`config.mk`:
```
export PLATFORM = sky130hd
export DESIGN_NAME = frame_sequencer
export DESIGN_NICKNAME = d
export VERILOG_FILES = /design/src/rtl/gusn_ctrl_pkg.sv /design/src/rtl/rise_edge.sv /design/src/rtl/frame_sequencer.sv
export SDC_FILE = /design/constraint.sdc
export NUM_CORES = 1
export LEC_CHECK = 0
export CORE_ASPECT_RATIO = 0.75
export CORE_MARGIN = 3
export CORE_UTILIZATION = 25
export CTS_CLUSTER_SIZE = 40
export DETAILED_ROUTE_END_ITERATION = 10
export GPL_TIMING_DRIVEN = 1
export PLACE_DENSITY = 0.38
export SLEW_MARGIN = 10
export SYNTH_ARGS = -nofsm -noshare
export SYNTH_HDL_FRONTEND = slang
export SYNTH_SLANG_ARGS = --single-unit
```
`constraint.sdc`:
```
create_clock -name clk -period 2.9 [get_ports clk]
set_input_delay 0.435 -clock clk [delete_from_list [all_inputs] [get_ports clk]]
set_output_delay 0.435 -clock clk [all_outputs]
set_load 0.02 [all_outputs]
```
`src/rtl/gusn_ctrl_pkg.sv`:
```
`default_nettype none
// ============================================================================
// Module      : gusn_ctrl_pkg
// Description : Shared types and constants for the frame sequencer around net_proc.
// Revision    : 1.0 - initial release
// ============================================================================
package gusn_ctrl_pkg;

    typedef enum logic [2:0] {
        SEQ_IDLE  = 3'd0,
        SEQ_LOAD  = 3'd1,
        SEQ_START = 3'd2,
        SEQ_RUN   = 3'd3,
        SEQ_SEND  = 3'd4,
        SEQ_ABORT = 3'd5
    } seq_state_t;

    localparam int         FRAME_LEN_MNIST = 784;
    localparam logic [7:0] ASCII_DIGIT0    = 8'h30;
    localparam logic [7:0] ASCII_QMARK     = 8'h3F;

    // Plain 8-bit wrap-around add; out-of-range indices simply map past '9'.
    function automatic logic [7:0] digit_char(input logic [7:0] base, input logic [3:0] idx);
        return base + {4'h0, idx};
    endfunction

endpackage
`default_nettype wire

```
`src/rtl/rise_edge.sv`:
```
`default_nettype none
// ============================================================================
// Module      : rise_edge
// Description : Rising-edge detector; pulse is high in the first cycle the level is high.
// Revision    : 1.0 - initial release
// ============================================================================
module rise_edge (
    input  logic clk,
    input  logic nRST,
    input  logic level,
    output logic pulse
);

    logic r_level_q;

    always_ff @(posedge clk or negedge nRST) begin
        if (!nRST) begin
            r_level_q <= 1'b0;
        end else begin
            r_level_q <= level;
        end
    end

    assign pulse = level && !r_level_q;

endmodule
`default_nettype wire

```
`src/rtl/frame_sequencer.sv`:
```
`default_nettype none
// ============================================================================
// Module      : frame_sequencer
// Description : Loads UART bytes into net_proc image memory, starts inference
//               and queues the resulting ASCII digit (or '?' on abort) to uart_tx.
// Revision    : 1.0 - initial release
// ============================================================================
module frame_sequencer
    import gusn_ctrl_pkg::*;
#(
    parameter int         FRAME_LEN      = FRAME_LEN_MNIST,
    parameter int         TIMEOUT_CYCLES = 1_000_000,
    parameter logic [7:0] ASCII_BASE     = ASCII_DIGIT0,
    parameter logic [7:0] ERR_CHAR       = ASCII_QMARK
) (
    input  logic       clk,
    input  logic       nRST,
    input  logic       rx_ready,
    input  logic [7:0] rx_data,
    input  logic       rx_error,
    output logic       mem_rst,
    output logic       mem_we,
    output logic [7:0] mem_wdata,
    output logic       net_start,
    input  logic       net_done,
    input  logic [3:0] net_result,
    output logic       tx_rq,
    output logic [7:0] tx_data,
    input  logic       tx_busy,
    output logic [3:0] last_result,
    output logic       overrun,
    output logic       frame_err
);

    localparam int                  c_CNT_W     = $clog2(FRAME_LEN + 1);
    localparam int                  c_TO_W      = (TIMEOUT_CYCLES > 1) ? $clog2(TIMEOUT_CYCLES + 1) : 1;
    localparam logic [c_CNT_W-1:0]  c_FRAME_LEN = c_CNT_W'(FRAME_LEN);
    localparam logic [c_TO_W-1:0]   c_TO_LAST   = c_TO_W'((TIMEOUT_CYCLES > 0) ? TIMEOUT_CYCLES - 1 : 0);
    localparam bit                  c_TO_EN     = (TIMEOUT_CYCLES > 0);

    seq_state_t           r_state;
    logic [c_CNT_W-1:0]   r_count;
    logic [c_TO_W-1:0]    r_to;
    logic                 r_wr_pend;
    logic [7:0]           r_byte;
    logic [7:0]           r_char;

    logic w_byte_evt;
    logic w_err_rise;
    logic w_done_rise;
    logic w_loading;
    logic w_err_abort;
    logic w_to_abort;
    logic w_abort;
    logic w_accept;

    rise_edge u_rx_edge   (.clk(clk), .nRST(nRST), .level(rx_ready), .pulse(w_byte_evt));
    rise_edge u_err_edge  (.clk(clk), .nRST(nRST), .level(rx_error), .pulse(w_err_rise));
    rise_edge u_done_edge (.clk(clk), .nRST(nRST), .level(net_done), .pulse(w_done_rise));

    // Once the frame is full the last write is still in flight; aborts no longer apply.
    assign w_loading   = (r_state == SEQ_LOAD) && (r_count < c_FRAME_LEN);
    assign w_err_abort = w_loading && w_err_rise;
    assign w_to_abort  = c_TO_EN && w_loading && !w_byte_evt && (r_to == c_TO_LAST);
    assign w_abort     = w_err_abort || w_to_abort;
    assign w_accept    = w_byte_evt && !w_err_abort && ((r_state == SEQ_IDLE) || w_loading);

    always_ff @(posedge clk or negedge nRST) begin
        if (!nRST) begin
            r_state     <= SEQ_IDLE;
            r_count     <= '0;
            r_to        <= '0;
            r_wr_pend   <= 1'b0;
            r_byte      <= 8'h00;
            r_char      <= 8'h00;
            mem_rst     <= 1'b0;
            mem_we      <= 1'b0;
            mem_wdata   <= 8'h00;
            net_start   <= 1'b0;
            tx_rq       <= 1'b0;
            tx_data     <= 8'h00;
            last_result <= 4'hF;
            overrun     <= 1'b0;
            frame_err   <= 1'b0;
        end else begin
            mem_rst   <= 1'b0;
            net_start <= 1'b0;
            tx_rq     <= 1'b0;
            frame_err <= 1'b0;

            // Bytes are staged one cycle so mem_rst of a new frame precedes its first write.
            mem_we    <= r_wr_pend && !w_abort;
            if (r_wr_pend && !w_abort) begin
                mem_wdata <= r_byte;
            end
            r_wr_pend <= w_accept;
            if (w_accept) begin
                r_byte <= rx_data;
            end

            if (w_byte_evt && ((r_state == SEQ_RUN) || (r_state == SEQ_SEND))) begin
                overrun <= 1'b1;
            end

            if (w_byte_evt || (r_state != SEQ_LOAD)) begin
                r_to <= '0;
            end else if (r_to != c_TO_LAST) begin
                r_to <= r_to + 1'b1;
            end

            case (r_state)
                SEQ_IDLE: begin
                    if (w_accept) begin
                        mem_rst <= 1'b1;
                        r_count <= c_CNT_W'(1);
                        r_state <= SEQ_LOAD;
                    end
                end
                SEQ_LOAD: begin
                    if (w_abort) begin
                        frame_err <= 1'b1;
                        r_count   <= '0;
                        r_state   <= SEQ_ABORT;
                    end else begin
                        if (w_accept) begin
                            r_count <= r_count + 1'b1;
                        end
                        if (mem_we && (r_count == c_FRAME_LEN)) begin
                            net_start <= 1'b1;
                            r_state   <= SEQ_START;
                        end
                    end
                end
                SEQ_START: begin
                    r_count <= '0;
                    r_state <= SEQ_RUN;
                end
                SEQ_RUN: begin
                    if (w_done_rise) begin
                        last_result <= net_result;
                        r_char      <= digit_char(ASCII_BASE, net_result);
                        r_state     <= SEQ_SEND;
                    end
                end
                SEQ_SEND: begin
                    if (!tx_busy) begin
                        tx_rq   <= 1'b1;
                        tx_data <= r_char;
                        r_state <= SEQ_IDLE;
                    end
                end
                SEQ_ABORT: begin
                    r_char  <= ERR_CHAR;
                    r_state <= SEQ_SEND;
                end
                default: begin
                    r_state <= SEQ_IDLE;
                end
            endcase
        end
    end

endmodule
`default_nettype wire

```
==> run metrics <==
CP Launch Point=r_to[10]; Clk Latency, worst-skew pair=0.33 ns; register area share after synthesis=55.0%; maximum buffer depth of the clock tree=2; Placed Area=3930 um^2; Syn Inst Count=307; Post-DRT Antenna Nets=0; sw frac=30.4%; DRT Wirelength=7420 um; Peak Freq=0.426 GHz; P_sw=1.02 mW; n_diodes=0; largest net degree at the start of global routing=74; Leakage=1.70 nW; fillcell total=1289; FP Rows=35; WL/cell=14.1 um; area leader, netlist=dfrtp_1; placer congestion estimate=0.702; r2r worst-path depth=6; Setup Slack @ Placement=0.370 ns; top-count cell post-synth=dfrtp_1; overall power=3.36 mW; number of setup buffers added after CTS=0; RSZ-0062 raised after global routing=false; CP Data Required Time=3.12 ns; Final Instance Area=4230 um^2; Slew HR=37.2%; root buf cell=clkbuf_16; setup violators final=0; H-Tree Depth=3; GRT Overall Usage=10.6%; vias in the first global route=2395; initial drt markers=130; DRT Pass-1 Iters=4; Initial Util=26.3%; Max IR drop VDD=375 uV; worst hold path class=in2async; final period utilization=81.0%; PostCTS Resize Cnt=0; Post-synth EDFFs=0; I/O Buffers=41; die height=106 um; synth cell count leaders=69 x dfrtp_1, 38 x nand2_1, 31 x nor2_1; worst flop-to-flop path startpoint=r_to[10]; max-slew violations=0; core area=12700 um^2; Setup CP Type=reg2reg; CP Data Arrival Time=2.57 ns; grt ovf=0; internal cell power=2.34 mW; Async SR Flop Fraction=100%; CTS Buf Count=9; Die ar.=14800 um^2; CTS clk-pin slew, worst paths=0.06 ns; Area Overhead vs Synth=27.0%; Sink Count=73; Worst Path Max Fanout=9; Yosys warning total=0; Synth Flop Type=dfrtp_1; hold buffer count at cts=0; outcome=finished clean; final setup margin=0.551 ns; Least-Margin Pin Slew=0.942 ns; Die W=139 um; register bit count reported by yosys=73; Ports=44; Post-Syn Area per Cell=10.9 um^2; final hold violations=0; setup TNS after final layout=0 ns; crit path capture type=register; Via density=4.50; fin nets=375; final clock skew=0.00590 ns; initial antenna violation count=0; share of cells above drive strength 1=15.3%; power per cell area=793 nW/um^2; via count=2361; Post-Syn Area=3330 um^2; first-pass GRT wire length=12500 um; DRC viols=0; post-synth cell types=51; clock power share=33.6%; max-cap violations=0; share of the synthesized area in the top cell type=51.8%; Worst setup SP type=register; combinational power share=25.6%; hpwl dp=5030 um; CTS tree=done; ranking of synthesized cells by area=dfrtp_1 52%, mux2_2 7.1%, nand2_1 4.3%, xor2_1 3.7%, nor2_1 3.5%; post-layout min period=2.35 ns; sequential share of power=40.9%
through the flow:
step                util (%)  cells  hold WS (ns)
finish                  33.4    525         0.243
detailed placement      31.0    509         0.450
global placement        31.0    509         0.447
global route            33.4    525         0.333
floorplan                  -    308         0.139
CTS                     33.4    525         0.296
kinds of logic (layout without fill, tap and decap cells):
family / after synthesis / in the layout / share of synthesized area (%)
AND/OR/NAND/NOR: 133 / 133 / 20.4
flip-flops: 73 / 73 / 55.0
AO/OA/AOI/OAI: 38 / 38 / 8.71
multiplexers: 21 / 21 / 7.10
buffers and inverters: 20 / 71 / 2.82
XOR/XNOR: 18 / 18 / 4.73
adder cells (fa/ha/maj): 3 / 3 / 1.13
other: 1 / 2 / 0.113
sequential cells by signal, summed over array words and instances (netlist names), 3 cells and up:
| register | flops |
|---|---|
| last_result | 4 |
| mem_wdata | 8 |
| r_byte | 8 |
| r_char | 5 |
| r_count | 10 |
| r_state | 3 |
| r_to | 20 |
| tx_data | 5 |
metal layers:
layer  up-vias  wire [um]  global-route usage, %
met5         -          0                      0
met1      1143       4020                   15.6
li1       1170          -                      -
met2        40       2940                   14.4
met3         8        358                   3.96
met4         0         97                   3.14
power groups by stage:
stage / combinational, mW / sequential, mW / clock (mW)
after floorplan: 0.467 / 1.42 / 0
after global placement: 0.873 / 1.40 / 0
after detailed placement: 0.877 / 1.39 / 0
after CTS: 0.876 / 1.38 / 1.17
after global routing: 0.944 / 1.41 / 1.21
final: 0.858 / 1.37 / 1.13
cells in the final DEF (no fill, tap or decap), drive strengths merged, types with 4 or more instances in the layout:
cell type,n
xnor2,4
buf,6
nand3,16
a21oi,9
nand2b,8
dfrtp,69
o21ai,10
nand2,41
mux2,21
clkdlybuf4s50,40
nor2b,4
nor2,31
inv,9
xor2,14
and4,4
nand4,11
dfstp,4
clkbuf,14
nor3,4
worst max-delay path, stage by stage, from the launching register on:
cell,delay (ns)
dfrtp_1,0.44
nor4b_1,0.36
nand4_1,0.29
o21ai_2,0.34
nand3_1,0.19
nand2_2,0.25
mux2_2,0.36
final cells by class:
class / count / area (um^2) / area share [%]
well taps: 166 / 208 / 4.91
repair buffers: 46 / 445 / 10.5
clock inverters: 2 / 37.5 / 0.887
inverters: 9 / 33.8 / 0.799
clock buffers: 14 / 264 / 6.24
multi-input cells: 215 / 1410 / 33.3
flip-flops and latches: 73 / 1830 / 43.3
worst paths after layout:
kind	endpoint	slack, ns
setup / recovery	mem_wdata[7]	0.55
hold / removal	r_char[3]	0.24
setup reg to reg	mem_wdata[7]	0.55
hold reg to reg	last_result[3]	0.46
max in group asynchronous	r_byte[1]	2.04
min in group clk	last_result[3]	0.46
Note: power is estimated with default switching activity, not from simulation.
